## src/rtl/ps2_keycode_source.sv

```systemverilog
// PS/2 Set-2 receiver that turns keys "1".."7" into a held keycode
// and hands it to the synthesizer over a ready/request handshake.
module ps2_keycode_source #(
  parameter int FILTER_LEN = 8,
  parameter int TIMEOUT    = 50000
) (
  input  logic       CLOCK_50,
  input  logic       reset_n,
  input  logic       PS2_CLK,
  input  logic       PS2_DAT,
  input  logic       data_request,
  output logic [3:0] keycode,
  output logic       data_ready,
  output logic       frame_err
);

  localparam int FW = $clog2(FILTER_LEN + 1);
  localparam int TW = $clog2(TIMEOUT + 1);

  typedef enum logic [1:0] {IDLE, HELD, DONE} state_t;

  logic          c_s1_q, c_s2_q, d_s1_q, d_s2_q;
  logic          filt_q, filt_d;
  logic [FW-1:0] fcnt_q, fcnt_d;
  logic          fall;
  logic [3:0]    bcnt_q, bcnt_d;
  logic [7:0]    sh_q, sh_d;
  logic          par_q, par_d;
  logic [TW-1:0] tcnt_q, tcnt_d;
  logic          rxv_q, rxv_d;
  logic          ferr_q, ferr_d;
  logic [7:0]    rx_byte;
  logic          brk_q, brk_d, ext_q, ext_d;
  logic          ev;
  logic [3:0]    ev_key;
  logic          mk, bk;
  state_t        st_q, st_d;
  logic [7:0]    lat_q, lat_d;
  logic [3:0]    key_q, key_d;

  assign rx_byte = sh_q;

  // Glitch filter: flip the clean clock after FILTER_LEN differing samples
  always_comb begin
    filt_d = filt_q;
    fcnt_d = '0;
    if (c_s2_q != filt_q) begin
      if (fcnt_q == FW'(FILTER_LEN - 1))
        filt_d = c_s2_q;
      else
        fcnt_d = fcnt_q + 1'b1;
    end
  end

  assign fall = filt_q & ~filt_d;

  // Frame receiver with inter-edge timeout
  always_comb begin
    bcnt_d = bcnt_q;
    sh_d   = sh_q;
    par_d  = par_q;
    tcnt_d = tcnt_q;
    rxv_d  = 1'b0;
    ferr_d = 1'b0;
    if (fall) begin
      tcnt_d = '0;
      unique case (1'b1)
        (bcnt_q == 4'd0): begin
          if (!d_s2_q) bcnt_d = 4'd1;
        end
        (bcnt_q >= 4'd1 && bcnt_q <= 4'd8): begin
          sh_d   = {d_s2_q, sh_q[7:1]};
          bcnt_d = bcnt_q + 4'd1;
        end
        (bcnt_q == 4'd9): begin
          par_d  = d_s2_q;
          bcnt_d = 4'd10;
        end
        default: begin
          bcnt_d = 4'd0;
          if ((^{sh_q, par_q}) && d_s2_q)
            rxv_d = 1'b1;
          else
            ferr_d = 1'b1;
        end
      endcase
    end else if (bcnt_q != 4'd0) begin
      if (tcnt_q == TW'(TIMEOUT - 1)) begin
        bcnt_d = 4'd0;
        tcnt_d = '0;
      end else begin
        tcnt_d = tcnt_q + 1'b1;
      end
    end
  end

  // Scancode prefix tracking and event qualification
  always_comb begin
    brk_d = brk_q;
    ext_d = ext_q;
    ev    = 1'b0;
    if (rxv_q) begin
      unique case (1'b1)
        (rx_byte == 8'hF0): brk_d = 1'b1;
        (rx_byte == 8'hE0): ext_d = 1'b1;
        default: begin
          brk_d = 1'b0;
          ext_d = 1'b0;
          ev    = ~ext_q;
        end
      endcase
    end
  end

  // Key "1".."7" to keycode map
  always_comb begin
    ev_key = 4'd0;
    case (rx_byte)
      8'h16:   ev_key = 4'd1;
      8'h1E:   ev_key = 4'd2;
      8'h26:   ev_key = 4'd3;
      8'h25:   ev_key = 4'd4;
      8'h2E:   ev_key = 4'd5;
      8'h36:   ev_key = 4'd6;
      8'h3D:   ev_key = 4'd7;
      default: ev_key = 4'd0;
    endcase
  end

  assign mk = ev && (ev_key != 4'd0) && !brk_q;
  assign bk = ev && (ev_key != 4'd0) && brk_q && (rx_byte == lat_q);

  // Monophonic handshake FSM
  always_comb begin
    st_d  = st_q;
    lat_d = lat_q;
    key_d = key_q;
    case (st_q)
      IDLE: begin
        if (mk && data_request) begin
          st_d  = HELD;
          lat_d = rx_byte;
          key_d = ev_key;
        end
      end
      HELD: begin
        if (bk)
          st_d = IDLE;
        else if (!data_request)
          st_d = DONE;
      end
      DONE: begin
        if (bk) begin
          st_d = IDLE;
        end else if (mk && rx_byte != lat_q && data_request) begin
          st_d  = HELD;
          lat_d = rx_byte;
          key_d = ev_key;
        end
      end
      default: st_d = IDLE;
    endcase
  end

  // State registers
  always_ff @(posedge CLOCK_50 or negedge reset_n) begin
    if (!reset_n) begin
      c_s1_q <= 1'b1;
      c_s2_q <= 1'b1;
      d_s1_q <= 1'b1;
      d_s2_q <= 1'b1;
      filt_q <= 1'b1;
      fcnt_q <= '0;
      bcnt_q <= 4'd0;
      sh_q   <= 8'd0;
      par_q  <= 1'b0;
      tcnt_q <= '0;
      rxv_q  <= 1'b0;
      ferr_q <= 1'b0;
      brk_q  <= 1'b0;
      ext_q  <= 1'b0;
      st_q   <= IDLE;
      lat_q  <= 8'd0;
      key_q  <= 4'd0;
    end else begin
      c_s1_q <= PS2_CLK;
      c_s2_q <= c_s1_q;
      d_s1_q <= PS2_DAT;
      d_s2_q <= d_s1_q;
      filt_q <= filt_d;
      fcnt_q <= fcnt_d;
      bcnt_q <= bcnt_d;
      sh_q   <= sh_d;
      par_q  <= par_d;
      tcnt_q <= tcnt_d;
      rxv_q  <= rxv_d;
      ferr_q <= ferr_d;
      brk_q  <= brk_d;
      ext_q  <= ext_d;
      st_q   <= st_d;
      lat_q  <= lat_d;
      key_q  <= key_d;
    end
  end

  assign keycode    = key_q;
  assign data_ready = (st_q == HELD);
  assign frame_err  = ferr_q;

endmodule

```

## config.mk

```make
export PLATFORM = sky130hd
export DESIGN_NAME = ps2_keycode_source
export DESIGN_NICKNAME = d
export VERILOG_FILES = /design/src/rtl/ps2_keycode_source.sv
export SDC_FILE = /design/constraint.sdc
export NUM_CORES = 1
export LEC_CHECK = 0
export CAP_MARGIN = 20
export CORE_MARGIN = 2
export CORE_UTILIZATION = 65
export DETAILED_ROUTE_END_ITERATION = 16
export PLACE_DENSITY = 0.9
export SYNTH_ARGS = -nofsm -noshare
export SYNTH_HDL_FRONTEND = slang
export SYNTH_SLANG_ARGS = --single-unit
export TNS_END_PERCENT = 100
```

## constraint.sdc

```tcl
create_clock -name CLOCK_50 -period 3.4 [get_ports CLOCK_50]
set_input_delay 0.68 -clock CLOCK_50 [delete_from_list [all_inputs] [get_ports CLOCK_50]]
set_output_delay 0.68 -clock CLOCK_50 [all_outputs]
set_load 0.02 [all_outputs]
```

==> summary.txt, run 1 <==
Timing
  • RSZ-0062 raised after global routing: no
  • Fmax: 425 MHz
  • Fin crit share: 69.2%
  • Hold_ws: 0.280 ns
  • Setup Viol. Count Final: 0
  • Setup TNS: 0 ns
  • Final Max Tran Viols: 0
  • Final Hold Fails: 0
  • Fin crit period: 2.35 ns
  • Clk_skew: 0.00943 ns

CTS
  • Worst-Skew Late Latency: 0.31 ns
  • Post-CTS Setup Inserts: 0
  • Post-cts hold buffer count: 0
  • Root Driver: clkbuf_8
  • H-tree levels: 2
  • Num CTS Buffers: 5
  • CTS tree: yes
  • Max clock buf depth: 2
  • Reg clk slew, reported paths: 0.10 ns
  • # resized after CTS: 0
  • CTS sink count: 55

Synth
  • Total nets after synthesis: 289
  • Synth warn: 0
  • Synth cell types: 54
  • Top cell type's share of synthesized area: 43.2%
  • Avg Cell Area, Syn: 10.4 um^2
  • Sequential area share after synthesis: 47.7%
  • Ranking of synthesized cells by area: dfrtp_1 (43%), xnor2_1 (7.6%), mux2_2 (6.6%)
  • Cell count after synthesis: 278
  • Yosys reg bits: 55
  • List of most frequent post-synthesis cells: dfrtp_1 (50), nor2_1 (25), xnor2_1 (25)
  • Top FF cell, synth: dfrtp_1
  • Syn Std Cell Area: 0.00290 mm^2
  • Async set-reset flop share out of synthesis: 100%
  • Post-synth EDFFs: 0
  • Synth area leader: dfrtp_1
  • Count leader, synth: dfrtp_1

Critical path
  • Critical path endpoint category: register
  • Worst setup path class: reg2reg
  • FF-to-FF path depth: 5
  • Type of origin of the critical path: register
  • Critical path arrival: 2.56 ns
  • Maximum fanout along the worst path: 15
  • FF-to-FF End: tcnt_q[8]
  • Data required, critical path: 3.61 ns
  • Register-to-register setup slack: 1.05 ns
  • Critical R2R Launch: tcnt_q[10]

Route
  • Vias/cell: 6.20
  • Drt wl/cell: 15.9 um
  • First-pass DRT Iterations: 4
  • Via count: 2090
  • Detailed Route Iter0 Violations: 152
  • Drt drc: 0
  • Antenna violation net count after detailed routing: 0
  • Final wirelength: 5.36 mm

Pwr
  • Static leakage: 1.31 nW
  • Clock share of power: 31.1%
  • Sw Share: 23.7%
  • PD cells: 367 mW/mm^2
  • NetSw: 0.000269 W
  • P_int: 0.000864 W
  • Comb pwr share: 6.8%
  • Max VDD drop: 254 uV
  • Seq pwr share: 62.1%

Floorplan
  • Die height: 70.8 um
  • Horiz. Die Dim: 70.8 um
  • # rows: 24
  • Die area: 0.00501 mm^2
  • Starting density of the core: 67.0%
  • Core Box Area: 0.00432 mm^2
  • I/O pin total: 11

GRT
  • Largest net degree at the start of global routing: 39
  • Antenna violations before repair: 0
  • First-pass GRT wire length: 9.40 mm
  • Vias in the first global route: 2053
  • Total track usage: 23.5%
  • GR Overflow Total: 0

Place
  • Input/output buffers: 9
  • GP Congestion: 0.889
  • DPL Wire Length: 3.69 mm
  • Post-DP Area: 0.00300 mm^2

Final layout
  • Final nets: 295
  • Layout cells sized above 1: 13.3%
  • Design area: 0.00308 mm^2
  • Diodes inserted: 0
  • Area delta synth->final: 6.43%
  • Filler Cell Count: 315

Hold path
  • Worst min path class: in2async

Outcome
  • Status: finished, final reports clean

Job
  • Max Cap Violations: 0
-- routing by layer --
layer  track usage (%)  wire, um  vias up  share of wire [%]
met5                 0         0        -                  0
met3              4.99       289        8                5.4
met4              7.76        53        0               0.99
li1                  -         -      983                  -
met1              32.6      2450     1027                 46
met2              37.2      2570       72                 48
-- area by class of cell --
type | count | area, um^2 | share of cell area, %
sequential | 55 | 1380 | 44.8
multi-input combinational | 205 | 1430 | 46.2
clock buffer | 6 | 72.6 | 2.35
timing repair buffer | 12 | 108 | 3.49
tap | 52 | 65.1 | 2.11
inverter | 5 | 18.8 | 0.609
clock inverter | 2 | 12.5 | 0.406
-- kinds of logic after synthesis --
family / synth area share [%]
compound gates: 9.24
xor+xnor: 9.02
fa+ha+maj: 2.59
buf+inv: 3.11
flops: 47.7
mux: 7.64
other cells: 0.129
simple gates: 20.6
-- how the worst max path moves through the flow --
stage | to | slack, ns | from | cells past startpoint
3_3_place_gp | tcnt_q[8] | 1.11 | tcnt_q[10] | 5
6_report | tcnt_q[8] | 1.05 | tcnt_q[10] | 5
5_1_grt | tcnt_q[8] | 0.95 | tcnt_q[10] | 5
2_1_floorplan | tcnt_q[8] | 1.29 | bcnt_q[0] | 8
3_5_place_dp | tcnt_q[8] | 1.05 | tcnt_q[10] | 5
4_1_cts | tcnt_q[8] | 1.04 | tcnt_q[10] | 5
-- flip-flops by register name, summed over array words and instances, names as in the netlist, 2 cells and up --
| signal | cells |
|---|---|
| tcnt_q | 16 |
| bcnt_q | 4 |
| keycode | 3 |
| rx_byte | 8 |
| fcnt_q | 4 |
| st_q | 2 |
| lat_q | 8 |
-- through the flow --
stage / util (%) / power [W] / setup WS, ns / instances
finish: 71.3 / 0.00113 / 1.05 / 337
detailed placement: 69.4 / 0.000796 / 1.05 / 329
global route: 71.3 / 0.00118 / 0.948 / 337
CTS: 71.3 / 0.00114 / 1.04 / 337
floorplan: - / 0.000764 / 1.29 / 278
global placement: 69.4 / 0.000791 / 1.11 / 329
-- critical path: stages, from the launching register on --
cell	delay, ns
dfrtp_1	0.42
or4b_1	0.52
or4_4	0.57
o21ai_4	0.39
o22ai_1	0.15
a22o_1	0.20
-- power groups by stage --
| stage | registers [W] | clock network (W) | logic (W) |
|---|---|---|---|
| 4_1_cts | 0.000704 | 0.000361 | 0.0000796 |
| 2_1_floorplan | 0.000711 | 0 | 0.0000529 |
| 6_report | 0.000704 | 0.000352 | 0.0000770 |
| 3_5_place_dp | 0.000717 | 0 | 0.0000790 |
| 5_1_grt | 0.000707 | 0.000388 | 0.0000885 |
| 3_3_place_gp | 0.000714 | 0 | 0.0000767 |
-- cell usage in the layout (no fill, tap or decap), types with 6 or more instances in the layout --
cell type / instances
dfrtp_1: 50
nor3_1: 10
nor2_1: 25
o21ai_0: 10
ha_1: 6
mux2_2: 17
a21oi_1: 8
clkdlybuf4s50_1: 8
xnor2_1: 25
nor2b_1: 9
nor4_1: 6
nand2_1: 17
nand3_1: 13
Power figures use the tool's default switching activity.
==> run 2: changes to the inputs <==
--- a/config.mk
+++ b/config.mk
@@ -7,9 +7,9 @@
 export LEC_CHECK = 0
 export CAP_MARGIN = 20
 export CORE_MARGIN = 2
-export CORE_UTILIZATION = 65
+export CORE_UTILIZATION = 60
 export DETAILED_ROUTE_END_ITERATION = 16
-export PLACE_DENSITY = 0.9
+export PLACE_DENSITY = 0.85
 export SYNTH_ARGS = -nofsm -noshare
 export SYNTH_HDL_FRONTEND = slang
 export SYNTH_SLANG_ARGS = --single-unit
==> constraint.sdc (replaced) <==
create_clock -name CLOCK_50 -period 2.3 [get_ports CLOCK_50]
set_input_delay 0.46 -clock CLOCK_50 [delete_from_list [all_inputs] [get_ports CLOCK_50]]
set_output_delay 0.46 -clock CLOCK_50 [all_outputs]
set_load 0.02 [all_outputs]
==> run 2 against run 1 <==
Non-clock buffer count rose by 13. Via count fell by 1.3%. Die area rose by 7.8%. Register-to-register slack got worse by 0.91 ns. Total power rose by 50%. Global-route usage fell by 1.0 points.
==> summary.txt, run 2 (synthesized netlist as in run 1, its figures left out) <==
Route
  • Drt drc: 0 (unchanged)
  • Final wirelength: 5.35 mm (-0.34%)
  • Drt wl/cell: 15.2 um (-4.6%)
  • Top Layer Used: met4
  • Via count: 2062 (-1.3%)
  • Antenna violation net count after detailed routing: 0 (unchanged)
  • Vias/cell: 5.86 (-5.5%)
  • Detailed Route Iter0 Violations: 187 (+23%)
  • First-pass DRT Iterations: 4 (unchanged)
  • WL met1: 2.56 mm (+4.6%)
  • WL met3: 176 um (-39%)
  • Wire length on met2: 2.52 mm (-2.1%)

Final layout
  • Most flops, register: tcnt_q
  • Diodes inserted: 0 (unchanged)
  • Layout cells sized above 1: 17.1% (+3.8 points)
  • Design area: 0.00319 mm^2 (+3.4%)
  • Most frequent cells in the layout: dfrtp_1 (50), xnor2_1 (25), nor2_1 (25)
  • Final core utilization: 68.0% (-3.3 points)
  • Area delta synth->final: 10.1%
  • Max reg flops: 16 (unchanged)
  • Most common cell after layout, fill and taps aside: dfrtp_1
  • Filler Cell Count: 339 (+7.6%)
  • Final nets: 308 (+4.4%)

Critical path
  • Worst setup path class: reg2reg
  • Critical path arrival: 2.38 ns (-0.18 ns)
  • Critical path endpoint category: register
  • Type of origin of the critical path: register
  • Data required, critical path: 2.51 ns (-1.10 ns)
  • Maximum fanout along the worst path: 6 (-9)

CTS
  • Num CTS Buffers: 5 (unchanged)
  • Reg clk slew, reported paths: 0.10 ns (about the same)
  • Root Driver: clkbuf_8
  • Max clock buf depth: 2 (unchanged)
  • Post-cts hold buffer count: 0 (unchanged)
  • CTS sink count: 55 (unchanged)
  • # resized after CTS: 0 (unchanged)
  • Post-CTS Setup Inserts: 0 (unchanged)
  • H-tree levels: 2 (unchanged)
  • CTS tree: yes
  • Worst-Skew Late Latency: 0.31 ns (about the same)

Place
  • GP Congestion: 0.794 (-11%)
  • Input/output buffers: 9 (unchanged)
  • DPL Wire Length: 3.80 mm (+3.2%)
  • Post-DP Area: 0.00310 mm^2 (+3.3%)

Floorplan
  • # rows: 25 (+4.2%)
  • Core Box Area: 0.00469 mm^2 (+8.5%)
  • Die height: 73.5 um (+3.9%)
  • Die area: 0.00540 mm^2 (+7.8%)
  • Horiz. Die Dim: 73.5 um (+3.9%)
  • I/O pin total: 11 (unchanged)
  • Starting density of the core: 61.8% (-5.3 points)

GRT
  • First-pass GRT wire length: 9.41 mm (+0.15%)
  • Vias in the first global route: 2072 (+0.93%)
  • Largest net degree at the start of global routing: 35 (-10%)
  • Antenna violations before repair: 0 (unchanged)
  • GR Overflow Total: 0 (unchanged)
  • Total track usage: 22.4% (-1.0 points)

Pwr
  • Static leakage: 1.39 nW (+5.6%)
  • P_int: 0.00131 W (+52%)
  • Max VDD drop: 405 uV (+59%)
  • Comb pwr share: 7.1% (+0.3 points)
  • Seq pwr share: 60.9% (-1.2 points)
  • PD cells: 534 mW/mm^2 (+45%)
  • Sw Share: 23.1% (-0.64 points)
  • Clock share of power: 31.9% (+0.8 points)
  • NetSw: 0.000393 W (+46%)

Timing
  • Fin crit period: 2.17 ns (-0.186 ns)
  • Final Max Tran Viols: 0 (unchanged)
  • Hold_ws: 0.191 ns (-0.0891 ns)
  • Relative slew slack: 51.9%
  • Final Hold Fails: 0 (unchanged)
  • Clk_skew: 0.00947 ns (+0.0000407 ns)
  • RSZ-0062 raised after global routing: no
  • Setup TNS: 0 ns (unchanged)
  • Fin crit share: 94.2% (+25 points)
  • Fmax: 462 MHz (+8.6%)
  • Setup Viol. Count Final: 0 (unchanged)
  • Slew @ Worst Pin: 0.721 ns

Hold path
  • Worst min path class: in2async

Job
  • Max Cap Violations: 0 (unchanged)

Outcome
  • Status: finished, final reports clean
-- run 2: cell count changes in the layout (fill, tap and decap cells not counted), sizes merged --
cell / before / now
clkinvlp: 1 / 0
buf: 4 / 17
clkbuf: 6 / 7
-- run 2: critical path, cell delays in order, from the launching register on --
cell and delay [ns]:
dfrtp_1 0.42, or4b_1 0.52, or4_4 0.58, o21ai_4 0.24, o22ai_1 0.13, a22o_1 0.18
-- run 2: worst paths after layout --
check                           startpoint         to  slack (ns)  depth (start not counted)
max in group asynchronous          reset_n   lat_q[0]        1.44                          2
worst min-delay path               reset_n  bcnt_q[1]        0.19                          1
worst min register to register      c_s1_q     c_s2_q        0.36                          0
worst max register to register  tcnt_q[10]  tcnt_q[8]        0.13                          5
worst max-delay path            tcnt_q[10]  tcnt_q[8]        0.13                          5
min in group CLOCK_50               c_s1_q     c_s2_q        0.36                          0
-- run 2: cell type report --
class / count / area [um^2] / share of cell area, %
Timing Repair Buffer: 25 / 205 / 6.43
Inverter: 5 / 18.8 / 0.588
Tap cell: 54 / 67.6 / 2.12
Multi-Input combinational cell: 205 / 1430 / 44.7
Sequential cell: 55 / 1380 / 43.3
Clock buffer: 7 / 86.3 / 2.71
Clock inverter: 1 / 5.00 / 0.157
-- run 2: power by group through the flow --
stage	Clock, W	Sequential, W	Combinational, W
after floorplan	0	0.00105	0.0000783
after global placement	0	0.00105	0.000118
after detailed placement	0	0.00106	0.000124
after CTS	0.000561	0.00104	0.000125
after global routing	0.000597	0.00105	0.000140
final	0.000544	0.00104	0.000121
-- run 2: metrics by stage --
| step | power [W] | worst slack, ns | cells |
|---|---|---|---|
| final | 0.00170 | 0.133 | 352 |
| after global routing | 0.00178 | 0.00587 | 352 |
| after CTS | 0.00172 | 0.146 | 352 |
| after detailed placement | 0.00118 | 0.142 | 344 |
| after global placement | 0.00117 | 0.206 | 344 |
| after floorplan | 0.00113 | 0.192 | 278 |
-- run 2: layer usage --
metal | GRT usage, % | vias up
met5 | 0 | -
met4 | 8.69 | 0
met3 | 4.94 | 9
met2 | 35.1 | 41
met1 | 30.5 | 994
li1 | - | 1018
==> run 3: changes to the inputs <==
--- a/config.mk
+++ b/config.mk
@@ -9,7 +9,9 @@
 export CORE_MARGIN = 2
 export CORE_UTILIZATION = 60
 export DETAILED_ROUTE_END_ITERATION = 16
+export HOLD_SLACK_MARGIN = 0.03
 export PLACE_DENSITY = 0.85
+export SETUP_SLACK_MARGIN = 0.2
 export SYNTH_ARGS = -nofsm -noshare
 export SYNTH_HDL_FRONTEND = slang
 export SYNTH_SLANG_ARGS = --single-unit
==> run 3 against run 2 <==
Count of clock-buffer cells in the layout shrank 1. Worst hold slack gained 0.17 ns. First-iteration DRC count shrank 19%. Sequential share of layout area shrank 1.2 points. Total power grew 8.7%. Routed wire length grew 3.3%. Via count grew 3.8%. Design area grew 3.1%. Non-clock buffer count grew 2. Critical path depth is the same. Register-to-register slack gained 0.02 ns.
==> summary.txt, run 3 (synthesized netlist as in run 1, its figures left out) <==
Pwr
  • Sw Share: 22.8% (-0.27 points)
  • Max VDD drop: 517 uV (+28%)
  • Overall power: 0.00185 W (+8.7%)
  • Seq pwr share: 56.2% (-4.7 points)
  • Comb pwr share: 7.0% (about the same)
  • Clock share of power: 36.8% (+4.9 points)
  • NetSw: 0.000422 W (+7.4%)
  • Static leakage: 1.41 nW (+1.8%)
  • P_int: 0.00143 W (+9.1%)
  • PD cells: 563 mW/mm^2 (+5.5%)

Final layout
  • Final nets: 310 (+0.65%)
  • Area delta synth->final: 13.5%
  • Most common cell after layout, fill and taps aside: dfrtp_1
  • Max reg flops: 16 (unchanged)
  • Fin cells: 354 (+0.57%)
  • Final core utilization: 70.1% (+2.1 points)
  • Diodes inserted: 0 (unchanged)
  • Layout cells sized above 1: 20.3% (+3.2 points)
  • Most frequent cells in the layout: dfrtp_1 (47), xnor2_1 (25), nor2_1 (25)
  • Most flops, register: tcnt_q

Timing
  • Fin crit period: 2.15 ns (-0.0182 ns)
  • Setup Viol. Count Final: 0 (unchanged)
  • RSZ-0062 raised after global routing: yes
  • Final Hold Fails: 0 (unchanged)
  • Fmax: 465 MHz (+0.85%)
  • Clk_skew: 0.00417 ns (-0.00530 ns)
  • Setup TNS: 0 ns (unchanged)
  • Fin crit share: 93.4% (-0.79 points)
  • Hold_ws: 0.362 ns (+0.171 ns)
  • Final Max Tran Viols: 0 (unchanged)

Critical path
  • Type of origin of the critical path: register
  • Register-to-register setup slack: 0.15 ns (+0.02 ns)
  • Critical path arrival: 2.36 ns (-0.02 ns)
  • Worst setup path class: reg2reg
  • Maximum fanout along the worst path: 6 (unchanged)
  • FF-to-FF End: tcnt_q[9]
  • Critical R2R Launch: tcnt_q[10]
  • FF-to-FF path depth: 5 (unchanged)
  • Data required, critical path: 2.51 ns (about the same)
  • Critical path endpoint category: register

Route
  • Detailed Route Iter0 Violations: 151 (-19%)
  • Drt drc: 0 (unchanged)
  • Final wirelength: 5.52 mm (+3.3%)
  • Drt wl/cell: 15.6 um (+2.7%)
  • Via count: 2140 (+3.8%)
  • Antenna violation net count after detailed routing: 0 (unchanged)
  • First-pass DRT Iterations: 4 (unchanged)
  • Vias/cell: 6.05 (+3.2%)

Hold path
  • Min-Delay Path Depth: 0
  • Hold Path End: d_s2_q
  • Min-delay src: d_s1_q
  • Worst min path class: reg2reg

CTS
  • Num CTS Buffers: 5 (unchanged)
  • Reg clk slew, reported paths: 0.09 ns (about the same)
  • CTS tree: yes
  • Worst-Skew Late Latency: 0.31 ns (about the same)
  • CTS sink count: 55 (unchanged)
  • Root Driver: clkbuf_8
  • H-tree levels: 2 (unchanged)
  • Max clock buf depth: 2 (unchanged)

Floorplan
  • Die height: 73.5 um (unchanged)
  • Core Box Area: 0.00469 mm^2 (unchanged)
  • I/O pin total: 11 (unchanged)
  • Die area: 0.00540 mm^2 (unchanged)
  • Starting density of the core: 61.8% (unchanged)
  • # rows: 25 (unchanged)
  • Horiz. Die Dim: 73.5 um (unchanged)

Place
  • DPL Wire Length: 3.75 mm (-1.5%)
  • Input/output buffers: 9 (unchanged)
  • Placed cells: 341 (-0.87%)
  • GP Congestion: 0.856 (+7.8%)

GRT
  • Vias in the first global route: 1991 (-3.9%)
  • GR Overflow Total: 0 (unchanged)
  • First-pass GRT wire length: 9.09 mm (-3.4%)
  • Largest net degree at the start of global routing: 45 (+29%)
  • Total track usage: 21.9% (-0.58 points)
  • Antenna violations before repair: 0 (unchanged)

Job
  • Max Cap Violations: 0 (unchanged)

Outcome
  • Status: finished, final reports clean
==> run 3: worst max path at each step <==
stage,startpoint,endpoint,slack [ns]
after global placement,tcnt_q[10],tcnt_q[8],0.19
after detailed placement,tcnt_q[10],tcnt_q[8],0.14
after floorplan,tcnt_q[10],tcnt_q[8],0.25
final,tcnt_q[10],tcnt_q[9],0.15
after CTS,tcnt_q[10],tcnt_q[8],0.19
after global routing,tcnt_q[10],tcnt_q[8],0.10
==> run 3: timing repair <==
action,in CTS,in global routing
resized for setup,2,10
cloned,0,1
setup buffers,2,1
setup endpoints to repair,22,23
hold buffers,1,0
pin swaps,1,0
hold endpoints to repair,11,0
==> run 3: per-stage QoR <==
stage | setup WS (ns) | area [um^2]
final | 0.151 | 3290
after global placement | 0.193 | 3090
after global routing | 0.101 | 3290
after CTS | 0.187 | 3240
after floorplan | 0.251 | 2900
after detailed placement | 0.142 | 3090
==> run 3: routing by layer <==
metal	vias up	wire length, um	part of all wire [%]	GRT usage (%)
li1	1021	-	-	-
met1	1043	2470	45	30.3
met2	67	2700	49	34.9
met3	9	286	5.2	2.88
met4	0	62	1.1	8.48
met5	-	0	0	0
==> run 3: cell type report <==
| class | count | area (um^2) |
|---|---|---|
| Clock buffer | 6 | 82.6 |
| Clock inverter | 2 | 38.8 |
| Fill cell | 347 | 1400 |
| Inverter | 5 | 18.8 |
| Multi-Input combinational cell | 205 | 1450 |
| Sequential cell | 55 | 1390 |
| Tap cell | 54 | 67.6 |
| Timing Repair Buffer | 27 | 243 |
==> run 3: power by group through the flow <==
| stage | sequential (W) | combinational (W) | clock, W |
|---|---|---|---|
| 2_1_floorplan | 0.00105 | 0.0000792 | 0 |
| 3_3_place_gp | 0.00106 | 0.000120 | 0 |
| 3_5_place_dp | 0.00106 | 0.000126 | 0 |
| 4_1_cts | 0.00104 | 0.000127 | 0.000693 |
| 5_1_grt | 0.00105 | 0.000150 | 0.000728 |
| 6_report | 0.00104 | 0.000129 | 0.000681 |
==> run 3: worst max-delay path: stages (launching register included) <==
cell and delay (ns):
dfrtp_1 0.39, or4b_1 0.53, or4_4 0.58, o21ai_4 0.25, o22ai_1 0.12, a21o_1 0.19
